===== src/rtl/mem_stage.sv =====
// MEM pipeline stage: one outstanding memory access with ack handshake, timeout and bus error.
// Optional build macro MEM_ALIGN_CHECK_EN rejects word-misaligned memory operations.
module mem_stage #(
  parameter int unsigned TIMEOUT = 16
) (
  input  logic        clk,
  input  logic        rst,
  input  logic        wregin,
  input  logic        m2regin,
  input  logic        wmemin,
  input  logic [4:0]  RdRtin,
  input  logic [31:0] qbin,
  input  logic [31:0] aluresultin,
  output logic        mem_req,
  output logic        mem_we,
  output logic [31:0] mem_addr,
  output logic [31:0] mem_wdata,
  input  logic [31:0] mem_rdata,
  input  logic        mem_ack,
  output logic        stall,
  output logic        wregout,
  output logic        m2regout,
  output logic [4:0]  RdRtout,
  output logic [31:0] aluresultout,
  output logic [31:0] mdataout,
  output logic        bus_err
);

  localparam int unsigned DATA_W = 32;
  localparam logic [0:0] S_IDLE = 1'b0;
  localparam logic [0:0] S_WAIT = 1'b1;
  localparam logic [7:0] CNT_LAST = 8'(TIMEOUT - 1);

  logic [0:0]        state_q, state_d;
  logic [7:0]        cnt_q, cnt_d;
  logic              mem_we_q, mem_we_d;
  logic [DATA_W-1:0] mem_addr_q, mem_addr_d;
  logic [DATA_W-1:0] mem_wdata_q, mem_wdata_d;
  logic              wreg_q, wreg_d;
  logic              m2reg_q, m2reg_d;
  logic [4:0]        rdrt_q, rdrt_d;
  logic [DATA_W-1:0] alu_q, alu_d;
  logic [DATA_W-1:0] mdata_q, mdata_d;
  logic              bus_err_q, bus_err_d;
  logic              memop;
  logic              misalign;
  logic              stall_c;

  assign memop = m2regin | wmemin;

`ifdef MEM_ALIGN_CHECK_EN
  assign misalign = |aluresultin[1:0];
`else
  assign misalign = 1'b0;
`endif

  always_comb begin
    state_d     = state_q;
    cnt_d       = cnt_q;
    mem_we_d    = mem_we_q;
    mem_addr_d  = mem_addr_q;
    mem_wdata_d = mem_wdata_q;
    wreg_d      = wreg_q;
    m2reg_d     = m2reg_q;
    rdrt_d      = rdrt_q;
    alu_d       = alu_q;
    mdata_d     = mdata_q;
    bus_err_d   = 1'b0;
    stall_c     = 1'b0;

    case (state_q)
      S_IDLE: begin
        if (memop && misalign) begin
          // Rejected access retires as a bubble without ever touching the bus.
          wreg_d    = 1'b0;
          m2reg_d   = 1'b0;
          bus_err_d = 1'b1;
        end else if (memop) begin
          stall_c     = 1'b1;
          state_d     = S_WAIT;
          cnt_d       = 8'd0;
          mem_addr_d  = aluresultin;
          mem_wdata_d = qbin;
          mem_we_d    = wmemin;
          wreg_d      = 1'b0;
          m2reg_d     = 1'b0;
        end else begin
          wreg_d  = wregin;
          m2reg_d = m2regin;
          rdrt_d  = RdRtin;
          alu_d   = aluresultin;
        end
      end
      S_WAIT: begin
        cnt_d = cnt_q + 8'd1;
        if (mem_ack) begin
          // Ack wins over a simultaneous timeout; the held instruction retires now.
          state_d = S_IDLE;
          wreg_d  = wregin;
          m2reg_d = m2regin;
          rdrt_d  = RdRtin;
          alu_d   = aluresultin;
          if (m2regin) begin
            mdata_d = mem_rdata;
          end
        end else if (cnt_q == CNT_LAST) begin
          state_d   = S_IDLE;
          bus_err_d = 1'b1;
          wreg_d    = 1'b0;
          m2reg_d   = 1'b0;
        end else begin
          stall_c = 1'b1;
          wreg_d  = 1'b0;
          m2reg_d = 1'b0;
        end
      end
      default: begin
        state_d = S_IDLE;
      end
    endcase
  end

  always_ff @(posedge clk) begin
    if (rst) begin
      state_q     <= S_IDLE;
      cnt_q       <= 8'd0;
      mem_we_q    <= 1'b0;
      mem_addr_q  <= '0;
      mem_wdata_q <= '0;
      wreg_q      <= 1'b0;
      m2reg_q     <= 1'b0;
      rdrt_q      <= 5'd0;
      alu_q       <= '0;
      mdata_q     <= '0;
      bus_err_q   <= 1'b0;
    end else begin
      state_q     <= state_d;
      cnt_q       <= cnt_d;
      mem_we_q    <= mem_we_d;
      mem_addr_q  <= mem_addr_d;
      mem_wdata_q <= mem_wdata_d;
      wreg_q      <= wreg_d;
      m2reg_q     <= m2reg_d;
      rdrt_q      <= rdrt_d;
      alu_q       <= alu_d;
      mdata_q     <= mdata_d;
      bus_err_q   <= bus_err_d;
    end
  end

  assign mem_req      = (state_q == S_WAIT);
  assign mem_we       = mem_we_q;
  assign mem_addr     = mem_addr_q;
  assign mem_wdata    = mem_wdata_q;
  assign stall        = stall_c & ~rst;
  assign wregout      = wreg_q;
  assign m2regout     = m2reg_q;
  assign RdRtout      = rdrt_q;
  assign aluresultout = alu_q;
  assign mdataout     = mdata_q;
  assign bus_err      = bus_err_q;

endmodule


===== config.mk =====
export PLATFORM = sky130hd
export DESIGN_NAME = mem_stage
export DESIGN_NICKNAME = d
export VERILOG_FILES = /design/src/rtl/mem_stage.sv
export SDC_FILE = /design/constraint.sdc
export NUM_CORES = 1
export LEC_CHECK = 0
export ABC_AREA = 1
export CORE_MARGIN = 4
export CORE_UTILIZATION = 35
export CTS_CLUSTER_DIAMETER = 80
export CTS_CLUSTER_SIZE = 25
export DETAILED_ROUTE_END_ITERATION = 10
export GPL_TIMING_DRIVEN = 1
export PLACE_DENSITY = 0.82
export SLEW_MARGIN = 20
export SYNTH_ARGS = -nofsm -noshare
export SYNTH_HDL_FRONTEND = slang
export SYNTH_SLANG_ARGS = --single-unit

===== constraint.sdc =====
create_clock -name clk -period 1.18 [get_ports clk]
set_input_delay 0.118 -clock clk [delete_from_list [all_inputs] [get_ports clk]]
set_output_delay 0.118 -clock clk [all_outputs]
set_load 0.02 [all_outputs]

======== After elaboration in Yosys (flattened, before gate mapping) ========
Index checks and enable logic that the tools add are counted.
operators by class
  $add $sub $neg .......................... 1
  equality and inequality tests ........... 4
  multiplexer cells ....................... 21
  bitwise operators ....................... 4
  reductions and logical operators ........ 3
operators by type and width
  cell                 count
  $mux 32              2
  $pmux 32 s2          1
  $pmux 8 s2           1
  $mux 5               2
  $pmux 5 s2           1
  $mux 1               9
  $add 8x1->8 const B  1
  $eq 8x4->1 const B   1
  $mux 8               1
  $pmux 1 s2           4
  $ne 2x2->1 const B   3
  $reduce_and 2->1     2
  $reduce_and 3->1     1
  $not 1->1            2
  $and 1x1->1          1
  $or 1x1->1           1
word-level totals
  register bits after elaboration ......... 146
  input bits .............................. 107
  output and inout port bits .............. 139
  word-level logic and storage cells ...... 44

======== Longest topological paths before layout ========
Gate-level depths: netlist of run 1.
  depth in word-level cells ............... 5
  mapped depth ............................ 8
  gate-level depth less buffers ........... 6

======== Worst setup path after synthesis of run 1 ========
Ideal clock, no wire load.
  path kind ............................... register to output
  from .................................... reg state_q, in the netlist mem_req
  to ...................................... out stall
  data arrival time ....................... 1.257 ns
  required time ........................... 1.062 ns
  setup slack ............................. -0.195 ns
  stages on the path, launching flop included .. 7
  buffers on the path ..................... 1
  cell sequence ........................... dfxtp_1 > buf_6 > inv_2 > or2_2 > nor2_1 > nand2_1 > nand2_1
on the way
  longest elaborated chain between the ends .. 3
ends and longest elaborated chain
  item                    line  source
  from (decl)             34    logic [0:0] state_q, state_d;
  from (signal assigned)  137   state_q <= state_d;
  $not 1->1 (no line)     n/a
  $pmux 1 s2 (*)          71    case (state_q)
  $and 1x1->1 (*)         155   assign stall = stall_c & ~rst;
  to (decl)               20    output logic stall,
Every way passes the cells marked *; elsewhere a longest branch is shown, timed or not.

======== Worst setup path after layout of run 1 ========
  from .................................... reg cnt_q[0]
  to ...................................... out stall
on the way
  longest elaborated chain between the ends .. 5
ends and longest elaborated chain
  item                    line  source
  from (decl)             35    logic [7:0] cnt_q, cnt_d;
  from (signal assigned)  138   cnt_q <= cnt_d;
  $eq 8x4->1              106   end else if (cnt_q == CNT_LAST) begin
  $mux 1                  106
  $mux 1                  96    if (mem_ack) begin
  $pmux 1 s2              71
  $and 1x1->1             155
No other way between the ends.

==> results of run 1 <==
==> state kept, by name, summed over array words and instances, names as in the netlist <==
name and cells:
mdataout 32, mem_addr 32, mem_wdata 32, cnt_q 8
mem_we 1, aluresultout 32, bus_err 1, mem_req 1
RdRtout 5, m2regout 1, wregout 1
==> area by class of cell <==
cell class	instances	area, sq um
repair buffers	323	3340
inverters	40	171
well taps	188	235
repair inverters	5	88.8
clock buffers	24	492
clock inverters	8	100
flip-flops and latches	146	2930
fillers	1099	4680
multi-input cells	432	3110
==> report_power, final <==
| part | leakage [nW] | switching (W) | internal [W] |
|---|---|---|---|
| clock | 0.291 | 0.00213 | 0.00334 |
| combinational | 2.80 | 0.00225 | 0.00188 |
| sequential | 1.20 | 0.000261 | 0.00535 |
| total | 4.29 | 0.00465 | 0.0106 |
==> worst max-delay path by stage <==
stage,from,to,slack [ns],cells past startpoint
after global routing,cnt_q[1]$_SDFFE_PP0P_,stall,-0.44,7
after detailed placement,mem_ack,stall,-0.59,6
after global placement,mem_ack,stall,-0.62,6
after floorplan,mem_req$_SDFF_PP0_,aluresultout[15]$_SDFFE_PP0P_,-0.02,8
after CTS,cnt_q[1]$_SDFFE_PP0P_,stall,-0.38,7
final,cnt_q[0]$_SDFFE_PP0P_,stall,-0.39,7
==> worst reg2reg max path, delay by kind of cell (launching register included) <==
| kind | cells | cell delay (ns) |
|---|---|---|
| flip-flops | 1 | 0.37 |
| buffers and inverters | 5 | 0.72 |
| AND/OR/NAND/NOR | 4 | 0.28 |
==> synth_stat cells (2+ instances only) <==
library cell	instances
sky130_fd_sc_hd__a21oi_1	57
sky130_fd_sc_hd__a21oi_2	10
sky130_fd_sc_hd__buf_1	3
sky130_fd_sc_hd__buf_12	2
sky130_fd_sc_hd__buf_2	13
sky130_fd_sc_hd__buf_4	4
sky130_fd_sc_hd__buf_6	6
sky130_fd_sc_hd__buf_8	4
sky130_fd_sc_hd__clkbuf_1	9
sky130_fd_sc_hd__clkbuf_4	2
sky130_fd_sc_hd__dfxtp_1	146
sky130_fd_sc_hd__inv_1	37
sky130_fd_sc_hd__inv_2	2
sky130_fd_sc_hd__nand2_1	77
sky130_fd_sc_hd__nand2_2	12
sky130_fd_sc_hd__nand3_1	5
sky130_fd_sc_hd__nor2_1	155
sky130_fd_sc_hd__nor2_4	2
sky130_fd_sc_hd__nor3_1	2
sky130_fd_sc_hd__nor3b_1	2
sky130_fd_sc_hd__o21ai_0	50
sky130_fd_sc_hd__o21ai_1	48
sky130_fd_sc_hd__o21ai_2	6
==> cells by family after synthesis <==
family	share of synthesized area
AND/OR/NAND/NOR	0.194
buffers and inverters	0.0890
flip-flops	0.542
adder cells (fa/ha/maj)	0.00232
AO/OA/AOI/OAI	0.173
==> metrics by stage <==
stage | cell area (sq um) | util
2_1_floorplan | 5430 | -
3_3_place_gp | 8130 | 0.537
3_5_place_dp | 8130 | 0.537
4_1_cts | 9750 | 0.644
5_1_grt | 10500 | 0.691
6_report | 10500 | 0.691
==> layer usage <==
| layer | vias up | part of all wire | GRT usage |
|---|---|---|---|
| li1 | 2750 | - | - |
| met1 | 2834 | 0.38 | 0.243 |
| met2 | 240 | 0.52 | 0.398 |
| met3 | 46 | 0.076 | 0.0767 |
| met4 | 2 | 0.025 | 0.0826 |
| met5 | - | 0.00030 | 0 |
==> repair_timing <==
| action | CTS | global route |
|---|---|---|
| pin swaps | 20 | 74 |
| buffers inserted | 19 | 9 |
| resized for setup | 541 | 338 |
| setup endpoints to repair | 255 | 220 |
| hold endpoints to repair | 0 | 0 |
| hold buffers | 0 | 0 |
| gates cloned | 15 | 13 |
==> flow_summary.toml, run 1 <==
[synth]
syn_inst = 662
synth.avg_cell_area_sq_um = 8.15
synth.top_cells.by_area = "sky130_fd_sc_hd__dfxtp_1 (54%), sky130_fd_sc_hd__nor2_1 (11%), sky130_fd_sc_hd__nand2_1 (5.4%)"
postSynth.topFlopCell = "sky130_fd_sc_hd__dfxtp_1"
number_of_flops_mapped_to_enable_cells_by_yosys = 0
yosysUniqueCellTypes = 31
yosysWarningCount = 0
synth.ff_latch_count = 146
synth.top_cell.area_share = 0.542
synth_area_sq_mm = 0.00540
synth_largest_area_cell = "sky130_fd_sc_hd__dfxtp_1"
synth_fp_nets = 770
asyncSetResetFlopFracSynth = 0
synth_sequential_area_ratio = 0.542

[worst_setup_path]
path_buf_inv = 1
crit_path_end_kind = "output pin"
cpPeakStageDelay_ns = 0.36
path_delay_family = "simple AND/OR/NAND/NOR gates"
r2r_start = "mem_req$_SDFF_PP0_"
setup.reg_to_reg.worst_slack_ns = -0.30
worst-setup-path-type = "flip-flop to output pin"
arrival_ns = 1.46
setup.worst_path.start_class = "flip-flop"
critical_path.most_common_cell = "sky130_fd_sc_hd__nand2_2"
critical-path-slowest-cell = "sky130_fd_sc_hd__dfxtp_4"
critical_path.cell_chain = "ha_4 -> nand2_2 -> nor2_2 -> nand3_2 -> nand2_2 -> nand2_2 -> buf_6"
r2r-end = "aluresultout[9]$_SDFFE_PP0P_"
worst_r2r_path_depth = 9
worst-path-max-fanout = 2
required_ns = 1.06

[timing]
max_freq_mhz = 635
drv_slew = 0
setup_violations = 145
finalClockSkew_ns = 0.0120
fin_tns_setup_ns = -22.33
post-route-worst-setup-slack_ns = -0.395
final.hold.worst_slack_ns = 0.0947
total_count_of_hold_check_failures_in_the_final_report = 0
final.min_clock_period_ns = 1.57
rsz0062_at_grt = "true"
worst-slew-pin-transition_ns = 0.578
layout_worst_path_cycle_share = 1.33
maxSlewHeadroom = 0.615

[layout]
insertedDiodeCount = 0
layout-drive-gt1-share = 0.513
layout_commonest_cell = "sky130_fd_sc_hd__dfxtp_1"
count_of_placed_standard_cells_in_the_final_layout_fillers_left_out = 1166
flow.area_growth_from_synthesis_pct = 94.0
mostFrequentLayoutCells = "sky130_fd_sc_hd__dfxtp_1 (143), sky130_fd_sc_hd__clkdlybuf4s50_1 (105), sky130_fd_sc_hd__nor2_1 (94)"
final_nets = 1073

[run_status]
failed_checks = "negative setup slack"
status = "complete, but fails checks"

[clock_tree]
worst_setup_hold_path_clk_slew_ns = 0.06
worstSkewPairLatency_ns = 0.42
ctsLongestPathBuffers = 2
tritoncts.num_buffers = 17
clk_root_buffer_cell = "sky130_fd_sc_hd__clkbuf_16"
cts.htree.levels = 4
cts_num_sinks = 146
tritoncts_clock_tree = "yes"

[place]
dp_hpwl_mm = 11.2
i_o_buffers = 245
place_ws_ns = -0.594
place_congestion = 0.802
dp.cells = 1086

[power_and_ir_drop]
p_leak_nw = 4.29
largest_voltage_drop_on_the_vdd_net_mv = 1.04
p_per_area_mw_per_mm2 = 1450
finalPower_w = 0.0152

[floorplan]
die-height_um = 132
die_w_um = 132
pin_count = 246
design.core.area_sq_mm = 0.0151
start_util = 0.356
fp-row-count = 45
dieArea_sq_mm = 0.0175

[job]
maxCapViolations = 0

[hold_path]
hold_depth = 3
holdCritPathClass = "primary input to flip-flop"
min_to = "m2regout$_SDFF_PP0_"
worstHoldStart = "rst"

[routing]
avgRoutedWirePerCell_um = 19.9
routed_via_density = 5.04
firstDrtPassIters = 4
totalWireLength_mm = 23.2
number_of_vias_in_the_routed_layout = 5872
initialDrtViolationCount = 208
detail_route.drc_violations = 0
drtAntennaViolNets = 0

[global_route]
grt_start_max_net_pins = 65
grt_pass1_wl_mm = 30.6
antenna_violations_before_repair = 1
grt_overflow = 0
grt.total_usage = 0.222
first_global_vias = 5598
(Power assumes the default switching activity.)
==> run 2, diff against run 1 <==
CORE_MARGIN = 2   (was 4)
PLACE_DENSITY = 0.79   (was 0.82)
clock period = 2 ns   (was 1.18 ns; I/O delays follow)
==> flow_summary.toml, run 2 (same netlist as run 1, synthesis figures left out) <==
[routing]
drtAntennaViolNets = 0
detail_route.drc_violations = 0
avgRoutedWirePerCell_um = 14.0
initialDrtViolationCount = 204
routed_via_density = 4.55
number_of_vias_in_the_routed_layout = 4992
firstDrtPassIters = 6
totalWireLength_mm = 15.3

[job]
maxCapViolations = 0

[worst_setup_path]
arrival_ns = 1.60
setup.worst_path.start_class = "flip-flop"
worst-path-max-fanout = 9
cpPeakStageDelay_ns = 0.66
path_delay_family = "buffers and inverters"
worst-setup-path-type = "flip-flop to output pin"
critical_path.cell_chain = "buf_4 -> clkdlybuf4s50_1"
crit_path_end_kind = "output pin"
required_ns = 1.80
path_buf_inv = 2
critical-path-slowest-cell = "sky130_fd_sc_hd__clkdlybuf4s50_1"

[power_and_ir_drop]
p_sw_w = 0.00227
clkPwrFrac = 0.394
p_per_area_mw_per_mm2 = 956
switching_share = 0.279
combinationalPowerShare = 0.203
p_seq_frac = 0.403
p_leak_nw = 3.31
largest_voltage_drop_on_the_vdd_net_mv = 0.574
cell_internal_power_dissipation_w = 0.00586

[layout]
area.sequential_sq_mm = 0.00292
layout_commonest_cell = "sky130_fd_sc_hd__clkdlybuf4s50_1"
insertedDiodeCount = 0
layout.filler_cells = 1328
final_nets = 1003
flow.area_growth_from_synthesis_pct = 57.6
mostFrequentLayoutCells = "sky130_fd_sc_hd__clkdlybuf4s50_1 (243), sky130_fd_sc_hd__nor2_1 (155), sky130_fd_sc_hd__dfxtp_1 (146)"
layout-drive-gt1-share = 0.0947
multi_input_comb_area_sq_mm = 0.00200
final_core_util = 0.561

[clock_tree]
tritoncts.num_buffers = 17
tritoncts_clock_tree = "yes"
worst_setup_hold_path_clk_slew_ns = 0.06
cts_num_sinks = 146
clk_root_buffer_cell = "sky130_fd_sc_hd__clkbuf_16"
worstSkewPairLatency_ns = 0.41
ctsHoldBuffers = 0
cts.htree.levels = 4
ctsLongestPathBuffers = 2

[hold_path]
holdCritPathClass = "primary input to flip-flop"

[global_route]
antenna_violations_before_repair = 1
grt_util_met2 = 0.317
grt_overflow = 0
grt.total_usage = 0.186
globalRouteMet1Util = 0.214
globalRoute.busiestLayer = "met2"
grt_pass1_wl_mm = 23.9
grt_start_max_net_pins = 109
first_global_vias = 4643
grt_use_met3 = 0.0701

[timing]
final.min_clock_period_ns = 1.80
maxSlewHeadroom = 0.488
setup_violations = 0
post-route-worst-setup-slack_ns = 0.203
rsz0062_at_grt = "false"
worst-slew-pin-transition_ns = 0.768
total_count_of_hold_check_failures_in_the_final_report = 0
max_freq_mhz = 556
fin_tns_setup_ns = 0
drv_slew = 0
finalClockSkew_ns = 0.0101
layout_worst_path_cycle_share = 0.899

[floorplan]
die_w_um = 128
die-height_um = 128
pin_count = 246
fp-row-count = 45
start_util = 0.356
design.core.area_sq_mm = 0.0151
dieArea_sq_mm = 0.0164

[run_status]
status = "finished, final reports clean"

[place]
i_o_buffers = 245
dp_hpwl_mm = 10.4
place_ws_ns = 0.0182
place_congestion = 0.795
## run 2: cell types whose count changed in the layout (fill, tap and decap cells not counted), sizes merged
| cell | previous run | this run |
|---|---|---|
| clkinv | 6 | 5 |
| clkdlybuf4s50 | 105 | 243 |
| clkdlybuf4s15 | 52 | 0 |
| clkdlybuf4s18 | 1 | 0 |
| clkinvlp | 1 | 2 |
| buf | 123 | 14 |
| clkbuf | 66 | 20 |
## run 2: cell type report
type | instances | share of cell area
Sequential cell | 146 | 0.344
Timing Repair Buffer | 258 | 0.305
Multi-Input combinational cell | 432 | 0.235
Clock buffer | 19 | 0.0533
Tap cell | 188 | 0.0277
Inverter | 40 | 0.0180
Clock inverter | 13 | 0.0175
## run 2: worst reg2reg max path, stage by stage (launching register included)
cell,delay (ns)
sky130_fd_sc_hd__dfxtp_1,0.32
sky130_fd_sc_hd__buf_4,0.17
sky130_fd_sc_hd__nor2_4,0.11
sky130_fd_sc_hd__buf_4,0.62
sky130_fd_sc_hd__nand2_1,0.13
sky130_fd_sc_hd__a21oi_1,0.16
## run 2: worst paths after layout
| path | cells past startpoint | to | slack, ns | from |
|---|---|---|---|---|
| max | 2 | mem_req | 0.20 | mem_req$_SDFF_PP0_ |
| max reg2reg | 5 | mem_addr[15]$_SDFFE_PP0P_ | 0.41 | mem_req$_SDFF_PP0_ |
| min reg2reg | 2 | mdataout[5]$_SDFFE_PP0P_ | 0.44 | mdataout[5]$_SDFFE_PP0P_ |
| min | 4 | mem_req$_SDFF_PP0_ | 0.13 | rst |
## run 2: power groups by stage
| stage | clock network [W] | logic, W | registers (W) |
|---|---|---|---|
| detailed placement | 0 | 0.00166 | 0.00334 |
| floorplan | 0 | 0.000573 | 0.00363 |
| global placement | 0 | 0.00165 | 0.00333 |
| finish | 0.00320 | 0.00165 | 0.00328 |
| global route | 0.00343 | 0.00178 | 0.00330 |
| CTS | 0.00329 | 0.00167 | 0.00328 |
## run 2: repair_timing
item                       CTS  global route
setup endpoints to repair    1             1
hold endpoints to repair     0             0
resized for setup            1             3
setup buffers                0             0
## run 2: routing by layer
| layer | up-vias | wire length, um |
|---|---|---|
| met3 | 17 | 1190 |
| met2 | 146 | 7530 |
| met5 | - | 8 |
| met1 | 2241 | 6400 |
| li1 | 2586 | - |
| met4 | 2 | 213 |
## run 2: per-stage QoR
stage | area, sq um | total power, W | std cells | hold slack [ns]
floorplan | 5400 | 0.00420 | 662 | 0.322
global placement | 7900 | 0.00497 | 1064 | 0.431
detailed placement | 7900 | 0.00500 | 1064 | 0.435
CTS | 8500 | 0.00823 | 1096 | 0.117
global route | 8500 | 0.00851 | 1096 | 0.125
finish | 8500 | 0.00813 | 1096 | 0.133
